==> config.mk <==
export PLATFORM = sky130hd
export DESIGN_NAME = alu_muldiv_seq
export DESIGN_NICKNAME = d
export VERILOG_FILES = /design/src/rtl/alu_muldiv_seq_pkg.sv /design/src/rtl/alu_muldiv_seq.sv
export SDC_FILE = /design/constraint.sdc
export NUM_CORES = 1
export LEC_CHECK = 0
export CAP_MARGIN = 10
export CORE_MARGIN = 3
export CORE_UTILIZATION = 47
export CTS_CLUSTER_SIZE = 25
export DETAILED_ROUTE_END_ITERATION = 12
export PLACE_DENSITY = 0.74
export SETUP_SLACK_MARGIN = 0.3
export SYNTH_ARGS = -nofsm -noshare
export SYNTH_HDL_FRONTEND = slang
export SYNTH_SLANG_ARGS = --single-unit
==> constraint.sdc <==
create_clock -name clk -period 4.5 [get_ports clk]
set_clock_uncertainty 0.05 [all_clocks]
set_input_delay 0.675 -clock clk [delete_from_list [all_inputs] [get_ports clk]]
set_output_delay 0.675 -clock clk [all_outputs]
set_load 0.01 [all_outputs]
==> src/rtl/alu_muldiv_seq_pkg.sv <==
// Shared definitions for the multiply/divide sequencer and the ALU it borrows.
//   - ALU op-code list (5-bit, shared with the ALU decoder)
//   - Sequencer state encoding
//   - Iteration count (equal to the data width)
package alu_muldiv_seq_pkg;

    localparam int DATA_W = 16;
    localparam int NITER  = 16;

    // ALU op codes. SUB computes alu_B - alu_A; its carry-out means "no borrow".
    localparam logic [4:0] OP_ADD = 5'd0;
    localparam logic [4:0] OP_SUB = 5'd1;
    localparam logic [4:0] OP_AND = 5'd2;
    localparam logic [4:0] OP_OR  = 5'd3;
    localparam logic [4:0] OP_XOR = 5'd4;
    localparam logic [4:0] OP_SLL = 5'd5;
    localparam logic [4:0] OP_SRL = 5'd6;
    localparam logic [4:0] OP_SRA = 5'd7;

    // Sequencer operation select
    localparam logic MD_MUL = 1'b0;
    localparam logic MD_DIV = 1'b1;

    typedef enum logic [1:0] {
        ST_IDLE = 2'd0,
        ST_RUN  = 2'd1,
        ST_DONE = 2'd2
    } md_state_e;

endpackage

==> src/rtl/alu_muldiv_seq.sv <==
// Multi-cycle unsigned 16x16 multiply / 16/16 divide sequencer.
// Shift-add multiply and restoring divide, one iteration per granted ALU cycle.
// Ports:
//   clk, rst            clock, synchronous active-high reset
//   start, op, a, b     request pulse (IDLE only), 0=MUL/1=DIV, operands
//   busy, done, dbz     status; done is a one-cycle pulse, dbz valid with done
//   res_hi, res_lo      MUL: product hi/lo; DIV: remainder/quotient
//   alu_req, alu_gnt    ALU borrow handshake; iteration advances on req & gnt
//   alu_A, alu_B, alu_Op, alu_sign   operands/op driven to the shared ALU
//   alu_Out, alu_OFL    ALU result and carry-out (same cycle)
module alu_muldiv_seq
    import alu_muldiv_seq_pkg::*;
(
    input  logic        clk,
    input  logic        rst,
    input  logic        start,
    input  logic        op,
    input  logic [15:0] a,
    input  logic [15:0] b,
    output logic        busy,
    output logic        done,
    output logic [15:0] res_hi,
    output logic [15:0] res_lo,
    output logic        dbz,
    output logic        alu_req,
    input  logic        alu_gnt,
    output logic [15:0] alu_A,
    output logic [15:0] alu_B,
    output logic [4:0]  alu_Op,
    output logic        alu_sign,
    input  logic [15:0] alu_Out,
    input  logic        alu_OFL
);

    md_state_e   state_q, state_d;
    logic        op_q, op_d;
    logic [15:0] opnd_q, opnd_d;      // multiplicand or divisor
    logic [15:0] hi_q, hi_d;          // acc_hi or remainder
    logic [15:0] lo_q, lo_d;          // multiplier bits or quotient
    logic [4:0]  cnt_q, cnt_d;
    logic [15:0] res_hi_q, res_hi_d;
    logic [15:0] res_lo_q, res_lo_d;
    logic        dbz_q, dbz_d;

    // Per-iteration intermediates
    logic [16:0] sum17;
    logic [15:0] sh;
    logic        take;
    logic [15:0] hi_nx, lo_nx;

    always_ff @(posedge clk) begin
        if (rst) begin
            state_q  <= ST_IDLE;
            op_q     <= 1'b0;
            opnd_q   <= '0;
            hi_q     <= '0;
            lo_q     <= '0;
            cnt_q    <= '0;
            res_hi_q <= '0;
            res_lo_q <= '0;
            dbz_q    <= 1'b0;
        end else begin
            state_q  <= state_d;
            op_q     <= op_d;
            opnd_q   <= opnd_d;
            hi_q     <= hi_d;
            lo_q     <= lo_d;
            cnt_q    <= cnt_d;
            res_hi_q <= res_hi_d;
            res_lo_q <= res_lo_d;
            dbz_q    <= dbz_d;
        end
    end

    always_comb begin
        state_d  = state_q;
        op_d     = op_q;
        opnd_d   = opnd_q;
        hi_d     = hi_q;
        lo_d     = lo_q;
        cnt_d    = cnt_q;
        res_hi_d = res_hi_q;
        res_lo_d = res_lo_q;
        dbz_d    = dbz_q;
        busy     = 1'b0;
        done     = 1'b0;
        alu_req  = 1'b0;
        alu_A    = '0;
        alu_B    = '0;
        alu_Op   = OP_ADD;
        sum17    = '0;
        sh       = '0;
        take     = 1'b0;
        hi_nx    = hi_q;
        lo_nx    = lo_q;

        case (state_q)
            ST_IDLE: begin
                if (start) begin
                    // Both ops load a into the low register and b into the operand register
                    op_d   = op;
                    opnd_d = b;
                    hi_d   = '0;
                    lo_d   = a;
                    cnt_d  = '0;
                    dbz_d  = 1'b0;
                    if (op == MD_DIV && b == 16'h0000) begin
                        // Divide by zero short-circuits straight to DONE
                        state_d  = ST_DONE;
                        dbz_d    = 1'b1;
                        res_lo_d = 16'hFFFF;
                        res_hi_d = a;
                    end else begin
                        state_d = ST_RUN;
                    end
                end
            end

            ST_RUN: begin
                busy    = 1'b1;
                alu_req = 1'b1;
                alu_A   = opnd_q;
                if (op_q == MD_DIV) begin
                    // Restoring step: shift next dividend bit in, trial-subtract.
                    // A set msb means the 17-bit partial remainder exceeds any divisor.
                    sh     = {hi_q[14:0], lo_q[15]};
                    alu_B  = sh;
                    alu_Op = OP_SUB;
                    take   = hi_q[15] | alu_OFL;
                    hi_nx  = take ? alu_Out : sh;
                    lo_nx  = {lo_q[14:0], take};
                end else begin
                    // Shift-add step: conditionally add, then shift the 33-bit acc right
                    alu_B  = hi_q;
                    alu_Op = OP_ADD;
                    sum17  = lo_q[0] ? {alu_OFL, alu_Out} : {1'b0, hi_q};
                    hi_nx  = sum17[16:1];
                    lo_nx  = {sum17[0], lo_q[15:1]};
                end

                if (alu_gnt) begin
                    hi_d  = hi_nx;
                    lo_d  = lo_nx;
                    cnt_d = cnt_q + 5'd1;
                    if (cnt_q == 5'(NITER - 1)) begin
                        state_d  = ST_DONE;
                        res_hi_d = hi_nx;
                        res_lo_d = lo_nx;
                    end
                end
            end

            ST_DONE: begin
                busy    = 1'b1;
                done    = 1'b1;
                state_d = ST_IDLE;
            end

            default: state_d = ST_IDLE;
        endcase
    end

    assign res_hi   = res_hi_q;
    assign res_lo   = res_lo_q;
    assign dbz      = dbz_q;
    assign alu_sign = 1'b0;

endmodule

==> summary.txt, run 1 <==
Power
  – Pint: 1970 µW
  – VDD IR max: 0.000293 V
  – Clock power frac: 0.146
  – Total Power: around 3300 µW
  – Net Sw Power: 1370 µW
  – Leak: 0.00220 µW
  – Switching Share: 0.410
  – Power per Cell Area: 530 nW/µm²
  – Flop pwr share: 0.335
  – Combinational fraction of design power: 0.518

Clocking
  – Hold buffer count at cts: 0
  – Clk buf depth: 2
  – Clock-pin slew on the worst setup and hold paths: 0.08 ns
  – CTS resizes: 0
  – CTS buffer count: 9
  – CTS tree: done
  – Post-CTS Setup Inserts: 0
  – Clk sinks: 89
  – CTS root buf: clkbuf_8
  – Worst skew pair latency: 0.35 ns
  – H-tree depth: 3

Floorplan
  – Die area: 12300 µm²
  – Row count: 37
  – Die width: 111 µm
  – Die H: roughly 110 µm
  – Core ar.: 10500 µm²
  – I/O pin count: 128
  – Initial Util: 0.491

Yosys
  – Ys async rst share: 0
  – Synth cell count leaders: dfxtp_1, a21oi_1, nor2_1
  – Top-count cell post-synth: dfxtp_1
  – Syn Std Cell Area: 5160 µm²
  – Primary FF master, synth: dfxtp_1
  – Post-synth top area cell: dfxtp_1
  – Sequential fraction of the synthesis area: 0.345
  – Mean Syn Cell Area: 9.45 µm²
  – #FFs+latches synth: between 80 and 90
  – Synth area leaders: dfxtp_1, mux2_2, a211oi_2
  – Cell variety after synth: 45
  – Synth top area share: 0.345
  – Yosys warnings: 0
  – EDFF count, synth: 0
  – Synthesized instance count: about 550

Cells and area
  – Finished Layout Cells: 776
  – Nets@finish: roughly 700
  – P&R area growth vs syn: 22.2%
  – Final core utilization: 0.600
  – Share of layout cells above drive strength 1: 0.192
  – Filler instances: 901
  – # diodes: 0

Timing
  – Setup TNS: 0 ns
  – Fin. max-slew vios: 0
  – Period utilization: 0.805
  – Worst setup margin: 0.879 ns
  – Final Setup Violations: 0
  – Worst slew pin tran: 1.10 ns
  – Fmax: 0.276 GHz
  – Hold violation total from the final report: 0
  – RSZ-0062 raised after global routing: false
  – Min Tclk post-route: 3.62 ns
  – Slew HR: 0.269

GRT
  – Grt ovf: 0
  – First-pass GRT wire length: between 20 and 25 mm
  – Largest net degree at the start of global routing: 89
  – Total Routing Usage GR: 0.223
  – Vias in the first global route: 4394
  – Antenna violations before repair: 0

Setup path
  – Crit path launch type: flop
  – Worst R2R End: hi_q[15]
  – Crit-path max FO: 40
  – R2r startpoint: state_q[0]
  – Critical Path End Type: primary output
  – Setup CP Type: reg -> out
  – Arrival @ worst endpoint: around 2.9 ns
  – Reg-to-reg slack, setup: roughly 1.5 ns
  – R2r worst-path depth: 8
  – Req. time, crit path: 3.77 ns

Drt
  – Drt wl/cell: 18.2 µm
  – Vias per cell: 5.83
  – Drt drc: 0
  – Post-DRT Antenna Nets: 0
  – Routed via count: 4525
  – Starting DRC count in detailed routing: 322
  – Router iterations before antenna repair: 6
  – Routed wire length: 14.1 mm

Worst hold path
  – Hold Path End: opnd_q[2]
  – Hold depth: 2
  – Hold Path Class: reg -> reg
  – Hold_sp: opnd_q[2]

Placement
  – Buffers added on ports: 122
  – DP HPWL: 9.73 mm
  – Dpl ws: roughly 1.1 ns
  – DP Cell Count: approximately 760
  – GP Congestion: 0.872

Run
  – Max-cap violations: 0

Outcome
  – Status: finished clean
## routing by layer
| layer | part of all wire | wire, µm | vias to the layer above | GRT usage |
|---|---|---|---|---|
| met5 | 0 | 0 | - | 0 |
| met4 | 0.015 | 212 | 0 | 0.0690 |
| met3 | 0.077 | 1090 | 17 | 0.0568 |
| met2 | 0.46 | 6510 | 175 | 0.346 |
| met1 | 0.45 | 6310 | 2166 | 0.303 |
| li1 | - | - | 2167 | - |
## cells by family after synthesis
group,count (synthesis),synth area share
AO/OA/AOI/OAI,177,0.266
XOR/XNOR,1,0.00170
adder cells (fa/ha/maj),5,0.0121
buffers and inverters,60,0.0975
flip-flops,89,0.345
multiplexers,63,0.133
other,1,0.000727
AND/OR/NAND/NOR,150,0.143
## power groups by stage
stage	Combinational [µW]	Sequential, µW	Clock, µW
floorplan	1310	1140	0
global placement	1690	1130	0
detailed placement	1720	1140	0
CTS	1730	1120	497
global route	1880	1150	525
finish	1730	1120	490
## cell type report
class / count / area, µm² / area share
Clock inverter: 3 / 17.5 / 0.00278
Inverter: 4 / 15.0 / 0.00238
Tap cell: 136 / 170 / 0.0270
Clock buffer: 12 / 145 / 0.0230
Multi-Input combinational cell: 401 / 2890 / 0.458
Timing Repair Buffer: 131 / 1290 / 0.204
Sequential cell: 89 / 1780 / 0.283
## cells in the final DEF, fill, tap and decap left out, drive strengths merged, types with 2 or more instances in the layout
master,instances
and2b,15
mux2i,17
a22oi,18
o21ai,6
conb,5
ha,5
inv,4
dfxtp,89
clkbuf,12
nand2,39
nor2,63
and2,20
clkdlybuf4s50,121
nor2b,3
nor3,3
nor4,3
a21oi,70
a2bb2oi,16
mux2,46
a211oi,48
clkinv,2
a222oi,15
buf,10
## metrics by stage
stage | hold WS (ns) | cell area, µm²
global placement | 0.388 | 6150
detailed placement | 0.393 | 6150
floorplan | 0.381 | 5180
CTS | 0.403 | 6310
global route | 0.429 | 6310
finish | 0.402 | 6310
## registers in the layout, summed over array words and instances, names as in the netlist
register	count
hi_q	16
lo_q	16
opnd_q	16
res_hi	16
res_lo	16
cnt_q	5
state_q	2
dbz	1
op_q	1
## worst max-delay path by stage
stage               start   endpoint  cells past startpoint
2_1_floorplan  state_q[1]  alu_B[10]                      7
3_3_place_gp        start    hi_q[3]                      7
3_5_place_dp        start    hi_q[3]                      7
4_1_cts        state_q[1]  alu_B[13]                      5
5_1_grt        state_q[1]   alu_B[1]                      5
6_report       state_q[1]   alu_B[1]                      5
## worst max-delay path: stages, from the launching register on
cell and delay (ns):
dfxtp_1 0.33, inv_1 0.08, ha_1 0.72, inv_2 0.55, nor2_1 0.28, clkdlybuf4s50_1 0.57
Note: power is estimated with default switching activity, not from simulation.
==> run 2: changes to the inputs <==
- CORE_UTILIZATION: 47 -> 45
- clock period: 4.5 -> 3.2 ns (I/O delays scaled with it)
==> summary.txt, run 2 (same netlist as run 1, synthesis figures left out) <==
Timing
  – Hold violation total from the final report: 0
  – Hold Slack: 0.401 ns
  – Final Setup Violations: 0
  – RSZ-0062 raised after global routing: false
  – Period utilization: 0.860
  – Fin. max-slew vios: 0
  – Worst slew pin tran: 1.15 ns
  – Min Tclk post-route: 2.75 ns
  – Fmax: 0.363 GHz
  – Slew HR: 0.228
  – Setup TNS: 0 ns

Clocking
  – Clk buf depth: 2
  – H-tree depth: 3
  – CTS tree: done
  – Clock-pin slew on the worst setup and hold paths: 0.07 ns
  – Post-CTS Setup Inserts: 0
  – CTS buffer count: 9
  – Clk sinks: 89
  – CTS root buf: clkbuf_16
  – Worst skew pair latency: 0.34 ns

GRT
  – Total Routing Usage GR: 0.224
  – Largest net degree at the start of global routing: 81
  – First-pass GRT wire length: 23.2 mm
  – Grt ovf: 0
  – Antenna violations before repair: 0
  – Vias in the first global route: 4516

Outcome
  – Status: finished clean

Cells and area
  – # diodes: 0
  – Final core utilization: 0.587
  – P&R area growth vs syn: 25.5%
  – Nets@finish: 697
  – Share of layout cells above drive strength 1: 0.198
  – Commonest non-fill, non-tap cell in the layout: clkdlybuf4s50_1
  – Most frequent cells in the layout: clkdlybuf4s50_1, dfxtp_1, a21oi_1
  – Final instance area: 6480 µm²

Placement
  – DP HPWL: 9.64 mm
  – Buffers added on ports: 122
  – Area after DPL: 6170 µm²
  – GP Congestion: 0.820

Drt
  – Drt drc: 0
  – Drt wl/cell: 18.4 µm
  – Routed wire length: roughly 14 mm
  – Router iterations before antenna repair: 7
  – Post-DRT Antenna Nets: 0
  – Starting DRC count in detailed routing: between 400 and 500
  – Routed via count: 4564
  – Vias per cell: 5.83

Setup path
  – Crit path launch type: flop
  – Reg-to-reg slack, setup: ~0.59 ns
  – Req. time, crit path: 2.67 ns
  – Largest stage delay, worst path: 0.92 ns
  – CP top delay family: flip-flops
  – Worst path bufs/invs: 1
  – Arrival @ worst endpoint: about 2.2 ns
  – Slowest cell on the critical path: dfxtp_2
  – R2r worst-path depth: 5
  – Worst R2R End: lo_q[9]
  – Critical Path End Type: primary output
  – Critical Path Source: op_q
  – Setup CP Type: reg -> out
  – R2r startpoint: op_q
  – Crit-path max FO: 32
  – Worst path cell trace: mux2i_1, nor2_1, clkdlybuf4s50_1

Worst hold path
  – Hold depth: 2
  – Hold Path End: opnd_q[8]
  – Hold Path Class: reg -> reg
  – Hold_sp: opnd_q[8]

Power
  – Power per Cell Area: 795 nW/µm²
  – VDD IR max: 0.000430 V
  – Leak: 0.00228 µW

Run
  – Max-cap violations: 0

Floorplan
  – Core ar.: 11000 µm²
  – Die width: 113 µm
  – Die H: 113 µm
  – I/O pin count: 128
  – Row count: 38
  – Initial Util: 0.468
  – Die area: 12800 µm²
run 2: cell count changes in the layout (fill, tap and decap cells not counted), sizes merged:
cell / previous run / this run
bufinv: 0 / 1
clkinv: 2 / 4
clkinvlp: 1 / 0
clkbuf: 12 / 11
buf: 10 / 12
run 2: how the worst max path moves through the flow:
| stage | depth (start not counted) | to |
|---|---|---|
| 6_report | 3 | alu_B[15] |
| 5_1_grt | 3 | alu_B[0] |
| 4_1_cts | 5 | alu_B[15] |
| 3_5_place_dp | 6 | res_hi[11] |
| 3_3_place_gp | 6 | res_lo[15] |
| 2_1_floorplan | 7 | alu_B[10] |
run 2: repair_timing:
item | in CTS | in global routing
hold buffers | 0 | 0
gates resized for setup | 0 | 2
setup endpoints to repair | 0 | 2
run 2: tightest hold or removal path, delay by kind of cell, from the launching register on:
family,cells,cell delay (ns)
AO/OA/AOI/OAI,1,0.05
flip-flops,1,0.31
AND/OR/NAND/NOR,1,0.05
run 2: stage by stage:
step                      std cells  worst slack, ns  power (µW)
final                           783            0.448        5150
after CTS                       783            0.439        5150
after detailed placement        767            0.535        4050
after global placement          767            0.562        4010
after global routing            783            0.369        5430
after floorplan                 550             1.04        3440
run 2: power breakdown:
group	switching [µW]	total [µW]	internal [µW]	leakage, µW
clock	453	1090	633	0.000150
combinational	1360	2470	1110	0.00140
sequential	220	1600	1380	0.000727
total	2030	5150	3120	0.00228
run 2: cell type report:
type / count / area (µm²)
fillers: 953 / 4550
repair buffers: 133 / 1300
clock buffers: 11 / 243
flip-flops and latches: 89 / 1780
inverters: 4 / 17.5
clock inverters: 5 / 65.1
multi-input cells: 401 / 2890
well taps: 140 / 175
run 2: layer usage:
layer  up-vias  track usage  part of all wire
li1       2169            -                 -
met1      2158        0.294              0.43
met2       216        0.371              0.47
met3        21       0.0588             0.088
met4         0       0.0505             0.014
met5         -            0                 0
